**config.mk**
```make
export PLATFORM = sky130hd
export DESIGN_NAME = approx_adder_bist
export DESIGN_NICKNAME = d
export VERILOG_FILES = /design/src/rtl/approx_adder_bist.sv
export SDC_FILE = /design/constraint.sdc
export NUM_CORES = 1
export LEC_CHECK = 0
export BUFFER_PORTS_ARGS = -buffer_cell sky130_fd_sc_hd__buf_4
export CAP_MARGIN = 20
export CORE_ASPECT_RATIO = 1.25
export CORE_MARGIN = 1.5
export CORE_UTILIZATION = 30
export DETAILED_ROUTE_END_ITERATION = 10
export PLACE_DENSITY_LB_ADDON = 0.08
export SYNTH_ARGS = -nofsm -noshare
export SYNTH_HDL_FRONTEND = slang
export SYNTH_SLANG_ARGS = --single-unit
```
**constraint.sdc**
```tcl
create_clock -name clk -period 6.9 [get_ports clk]
set_input_delay 1.38 -clock clk [delete_from_list [all_inputs] [get_ports clk]]
set_output_delay 1.38 -clock clk [all_outputs]
set_load 0.05 [all_outputs]
```
**src/rtl/approx_adder_bist.sv**
```systemverilog
// Built-in self-test engine for an approximate adder.
// Drives pseudo-random operand pairs from a 32-bit LFSR into an external
// combinational adder, compares its result against the exact sum and
// accumulates error count, error-distance sum and worst-case distance.
module approx_adder_bist #(
  parameter int W     = 16,
  parameter int CNT_W = 18,
  parameter int ACC_W = W + 1 + CNT_W
) (
  input  logic             clk,
  input  logic             rst,
  input  logic             start,
  input  logic [CNT_W-1:0] num_vectors,
  input  logic [31:0]      seed,
  output logic [W-1:0]     op_a,
  output logic [W-1:0]     op_b,
  input  logic [W:0]       dut_res,
  output logic             busy,
  output logic             done,
  output logic [CNT_W-1:0] err_count,
  output logic [ACC_W-1:0] err_sum,
  output logic [W:0]       err_max
);

  typedef enum logic [1:0] {IDLE, RUN, DRAIN, DONE} state_t;

  state_t           r_state;
  state_t           w_nextState;
  logic [31:0]      r_lfsr;
  logic [CNT_W-1:0] r_numVec;
  logic [CNT_W-1:0] r_vecCnt;
  logic             r_busy;
  logic             r_valid;
  logic             r_mis;
  logic [W:0]       r_dist;
  logic [CNT_W-1:0] r_errCount;
  logic [ACC_W-1:0] r_errSum;
  logic [W:0]       r_errMax;

  logic             w_startAccept;
  logic             w_lastVec;
  logic [31:0]      w_lfsrNext;
  logic [W:0]       w_exact;
  logic [W:0]       w_dist;

  // A start request is only honoured when no run is in flight.
  assign w_startAccept = start && ((r_state == IDLE) || (r_state == DONE));
  assign w_lastVec     = (r_vecCnt == (r_numVec - CNT_W'(1)));
  assign w_lfsrNext    = {r_lfsr[30:0], r_lfsr[31] ^ r_lfsr[21] ^ r_lfsr[1] ^ r_lfsr[0]};

  // Operands come straight from the LFSR so the seed itself is the first vector.
  assign op_a = r_lfsr[W-1:0];
  assign op_b = r_lfsr[31:32-W];

  // Exact reference sum and unsigned distance of the adder result from it.
  assign w_exact = {1'b0, op_a} + {1'b0, op_b};
  assign w_dist  = (dut_res >= w_exact) ? (dut_res - w_exact) : (w_exact - dut_res);

  assign busy      = r_busy;
  assign done      = (r_state == DONE);
  assign err_count = r_errCount;
  assign err_sum   = r_errSum;
  assign err_max   = r_errMax;

  // State register; reset wins over any simultaneous start.
  always_ff @(posedge clk) begin
    if (rst) r_state <= IDLE;
    else     r_state <= w_nextState;
  end

  // Next-state logic: a zero-length run skips straight to the one-cycle drain.
  always_comb begin
    w_nextState = r_state;
    case (r_state)
      IDLE, DONE: begin
        if (w_startAccept) w_nextState = (num_vectors == '0) ? DRAIN : RUN;
      end
      RUN: begin
        if (w_lastVec) w_nextState = DRAIN;
      end
      DRAIN:   w_nextState = DONE;
      default: w_nextState = IDLE;
    endcase
  end

  // LFSR, vector counter and busy flag; the LFSR only advances in RUN.
  always_ff @(posedge clk) begin
    if (rst) begin
      r_lfsr   <= 32'h1;
      r_numVec <= '0;
      r_vecCnt <= '0;
      r_busy   <= 1'b0;
    end else if (w_startAccept) begin
      r_lfsr   <= (seed == 32'h0) ? 32'h1 : seed;
      r_numVec <= num_vectors;
      r_vecCnt <= '0;
      r_busy   <= (num_vectors != '0);
    end else if (r_state == RUN) begin
      r_lfsr   <= w_lfsrNext;
      r_vecCnt <= r_vecCnt + CNT_W'(1);
    end else if (r_state == DRAIN) begin
      r_busy   <= 1'b0;
    end
  end

  // Stage 1: capture the error distance of the vector presented this cycle.
  always_ff @(posedge clk) begin
    if (rst) begin
      r_valid <= 1'b0;
      r_dist  <= '0;
      r_mis   <= 1'b0;
    end else begin
      r_valid <= (r_state == RUN);
      if (r_state == RUN) begin
        r_dist <= w_dist;
        r_mis  <= (w_dist != '0);
      end
    end
  end

  // Stage 2: fold the captured distance into the run statistics.
  always_ff @(posedge clk) begin
    if (rst || w_startAccept) begin
      r_errCount <= '0;
      r_errSum   <= '0;
      r_errMax   <= '0;
    end else if (r_valid) begin
      r_errCount <= r_errCount + CNT_W'(r_mis);
      r_errSum   <= r_errSum + ACC_W'(r_dist);
      if (r_dist > r_errMax) r_errMax <= r_dist;
    end
  end

endmodule

```
Word-level counts from Yosys, hierarchy flattened:

Index checks and enable logic that the tools add are counted.

* register bits: 160
* bits of input ports: 70
* output and inout bits: 104
* word-level logic and storage cells: 56

* add/sub/neg operators: 7
* $lt $le $gt $ge: 2
* equal/unequal tests: 7
* mux-type cells: 11
* bitwise gates (word level): 3
* reductions and logical operators: 15

Operator list (count)
* 32-bit two-way mux: 3
* 35-bit by 17-bit adder with 35-bit output: 1
* 17-bit subtractor: 2
* 32-bit logical NOT: 1
* 18-bit by 1-bit adder with 18-bit output: 1
* 18-bit by 1-bit adder with 18-bit output (second input constant): 1
* 18-bit equality test: 1
* 18-bit logical NOT: 1
* 18-bit nonzero test: 1
* 18-bit by 1-bit subtractor with 18-bit output (second input constant): 1
* 16-bit by 16-bit adder with 17-bit output: 1
* 17-bit >= comparator: 1
* 17-bit > comparator: 1
* 17-bit two-way mux: 1
* 17-bit nonzero test: 1
* 2-bit two-way mux: 3
* 2-bit != test (second input constant): 3
* 2-bit case mux with 3 select lines: 1
* 2-bit AND reduction: 3
* 2-bit equality test (second input constant): 2
* 2-bit nonzero test: 2
* 2-bit OR reduction: 2
* 1-bit two-way mux: 3
* 1-bit bitwise XOR: 3
* 4 further kinds: 5

Depth between registers and ports, before layout:

* word-level depth: 5
* depth in mapped cells: 25
* depth with buffers taken out: 23

Worst setup path before layout:

OpenSTA, ideal clock, no wires.

* path type: register to register
* start point: reg r_lfsr[1]
* end point: reg r_mis
* setup time: 127 ps
* data arrival time: 5061 ps
* required time: 6773 ps
* slack: 1712 ps
* stages on the path, launching flop included: 24
* buffers on the path: 2
* clock period less this slack: 5188 ps
* path through: dfxtp_1 -> ha_1 -> a21o_1 -> a21oi_1 -> o21bai_1 -> a21oi_1 -> o21bai_1 -> a211o_1 -> o311ai_0 -> o2111ai_1 -> a21oi_1 -> xnor2_1 -> ha_1 -> nand2_1 -> or3_1 -> o31ai_2 -> or3_1 -> buf_4 -> buf_6 -> mux2i_1 -> xnor2_1 -> nand4_1 -> nor4_1 -> a21oi_1

* cells in the longest elaborated chain, start to end: 4
* elaborated cells between the ends (all ways): 6
* those cells by class: add/sub (3); order compare (1); mux (1); reduce/logical (1)

Ends and longest elaborated chain
* from (decl): RTL line 29 `logic [31:0] r_lfsr;`
* from (signal assigned): RTL line 94 `r_lfsr <= (seed == 32'h0) ? 32'h1 : seed;`
* from (signal assigned): RTL line 99 `r_lfsr <= w_lfsrNext;`
* 16-bit by 16-bit adder with 17-bit output *: RTL line 56 `assign w_exact = {1'b0, op_a} + {1'b0, op_b};`
* 17-bit subtractor / 17-bit >= comparator (equally long branches): RTL line 57 `assign w_dist = (dut_res >= w_exact) ? (dut_res - w_exact) : (w_exact - dut_res);`
* 17-bit two-way mux *: RTL line 57
* 17-bit nonzero test *: RTL line 116 `r_mis <= (w_dist != '0);`
* to (signal assigned): RTL line 116
* to (decl): RTL line 34 `logic r_mis;`

Every way passes the cells marked *; elsewhere a longest branch is shown, timed or not.
A chain may end at the register's enable or synchronous reset.

Worst setup path after layout:

Ends and elaborated chain as after synthesis.

==> metrics.txt <==
Post-synth EDFFs 0; slew margin rel. 39.7%; crit path max fanout 18; initial antenna violation count 0; post-route setup TNS 0 ns; CP Capture Point r_mis; capture point of the worst reg-to-reg path r_mis; I/O Buffers 173; measured slew at the worst slew-check pin 0.890 ns; Fillers 3,774; Multi-input gate area 6870 um2; Via Count 9,332; H-tree levels 4; HP Class reg -> reg; postcts setup bufs 0; CTS tree done; Antenna Violating Nets Remaining 0; Starting Density 30.6%; main combinational cell family by area after synthesis simple AND/OR/NAND/NOR gates; Worst Setup SP r_lfsr[1]; Setup crit end kind flip-flop; largest net degree at the start of global routing 83; maximum clock frequency 168 MHz; synth top area cells dfxtp_1, ha_1, mux2i_1; crit start category flip-flop; clock root buffer clkbuf_16; HP Start r_numVec[17]; adder-cell share of the synthesized area 11.4%; final net count 1,597; vias in the first global route 9,313; compound-gate portion of the synthesized area 16.3%; Yosys top cell by area dfxtp_1; DIE AREA 36,400 um2; clk buf depth 2; Seq. cell area 3200 um2; global-route wire length before repair 49,200 um; Crit path required time 7.22 ns; reg2reg setup slack 0.94 ns; Finish-stage setup viols 0; crit-path cells ha_1 -> a21o_1 -> a21oi_1 -> o21bai_1 -> a21oi_1 -> o21bai_1 -> a211o_1 -> o311ai_0 -> o2111ai_1 -> a21oi_1 -> xnor2_1 -> ha_1 -> nand2_1 -> or3_1 -> o31ai_2 -> or3_1 -> mux2i_1 -> xor2_1 -> nand4_1 -> nor4_1 -> a21oi_1; Reg2Reg Depth 21; share of layout cells above drive strength 1 16.0%; leakage power 5.34 nW; Post-DP Area 12,300 um2; Synth Net Count 1,458; Peak VDD IR 0.000214 V; WP depth 21; crit path DAT 6.28 ns; hpwl dp 24,100 um; Post-Synth Simple-Gate Area 20.9%; TritonCTS Buffers 17; post-CTS sizing 0; I/O pin count 174; fraction of synthesized area in multiplexers 7.29%; Die Span X 171 um; kind of critical path reg -> reg; Max Cap Violations 0; Avg Inst Size Synth 8.17 um2; register area share after synthesis 30.3%; final instance area 12,800 um2; Avg WL per Cell 16.1 um; Die H 213 um; Max stage delay cell, worst path or3_1; Buf+Inv Stages, Crit Path 0; First-pass DRT Iterations 6; Fin Clk Skew 0.0125 ns; outcome completed; Critical Path Most Common Cell a21oi_1; DRC Markers 0; post-layout min period 5.96 ns; Core Rows 76; RD Place Congestion 0.867; XOR/XNOR Fraction of Synth Area 8.94%; vias per cell 4.88; Mapped Area 10,600 um2; reg2reg start r_lfsr[1]; Clk Latency, worst-skew pair 0.45 ns; Final Slew Violations 0; initial DRC count 387; all-layer global routing usage 17.4%; global route overflow 0; Yosys top cell area share 30.3%; hold-fix buffer count after cts 0; final hold viol count 0; final WL 30,900 um; Synth Instances 1,294; core box area 34,600 um2; DP Worst Slack 0.922 ns; final worst-path cycle share 86.3%; main flop type after synthesis dfxtp_1; clk sink count 160; Worst-path clk slew 0.06 ns; area grow syn2layout 21.4%; Netlist cell types 65; setup ws final 0.943 ns; RSZ-0062 raised after global routing false; Post-synth ARST share 0%; PwrDens 455 nW/um2; crit-path leading delay family compound AO/OA/AOI/OAI gates; list of most frequent post-synthesis cells nor2_1, dfxtp_1, nand2_1, ha_1, a21oi_1; n_diodes 0; most numerous cell in the Yosys netlist nor2_1; #FFs+latches synth 160; YS warnings 0; CP peak stage delay 0.75 ns
## worst min-delay path, cell delays in order, from the launching register on
cell	delay [ns]
dfxtp_1	0.32
nand2_1	0.06
a21oi_1	0.06
## registers in the layout, summed over array words and instances, names as in the netlist
register	flops
r_state	2
err_sum	35
r_numVec	18
busy	1
r_lfsr	32
r_vecCnt	18
r_mis	1
err_max	17
err_count	18
r_dist	17
r_valid	1
## final cells by class
| type | instances | share of cell area (%) |
|---|---|---|
| tap | 468 | 4.56 |
| clock buffer | 21 | 3.59 |
| sequential | 160 | 25.0 |
| inverter | 74 | 2.16 |
| clock inverter | 10 | 0.692 |
| multi-input combinational | 1000 | 53.5 |
| timing repair buffer | 180 | 10.5 |
## placed cells by master (no fill, tap or decap), types with 40 or more instances in the layout
cell type,netlist,final
xnor2_1,68,68
ha_1,90,89
mux2i_1,77,77
nor2_1,171,171
xor2_1,40,40
buf_4,1,180
a211oi_1,60,60
inv_1,74,74
nand3_1,40,40
a21oi_1,84,84
dfxtp_1,160,160
nand2_1,97,96
## stage by stage
step	instances	hold slack (ns)	power, mW	util (%)
3_3_place_gp	1882	0.469	4.99	35.5
4_1_cts	1913	0.486	5.93	37.1
3_5_place_dp	1882	0.477	4.98	35.5
5_1_grt	1913	0.496	6.34	37.1
2_1_floorplan	1294	0.450	4.02	-
6_report	1913	0.489	5.84	37.1
## worst min-delay path by stage
stage	to	slack, ns	cells after the start
after floorplan	r_numVec[17]	0.45	2
after global placement	r_numVec[17]	0.47	2
after detailed placement	r_numVec[17]	0.48	2
after CTS	r_numVec[17]	0.49	2
after global routing	r_numVec[17]	0.50	2
final	r_numVec[17]	0.49	2
## logic make-up (layout without fill, tap and decap cells)
family | Yosys count | after routing
compound gates | 263 | 263
xor+xnor | 108 | 108
fa+ha+maj | 94 | 94
buf+inv | 134 | 285
flops | 160 | 160
mux | 77 | 77
simple gates | 458 | 458
## power by group
part / total, mW / internal, mW / switching (mW)
Sequential: 1.34 / 1.09 / 0.250
Combinational: 3.58 / 1.38 / 2.20
Clock: 0.915 / 0.511 / 0.404
Total: 5.84 / 2.99 / 2.85
## routing by layer
layer  GRT usage, %  up-vias  part of all wire, %
li1               -     4823                    -
met1           20.4     4317                   44
met2           31.5      172                   50
met3           3.95       20                  4.6
met4           5.02        0                  1.3
met5              0        -                    0
Note: power is estimated with default switching activity, not from simulation.
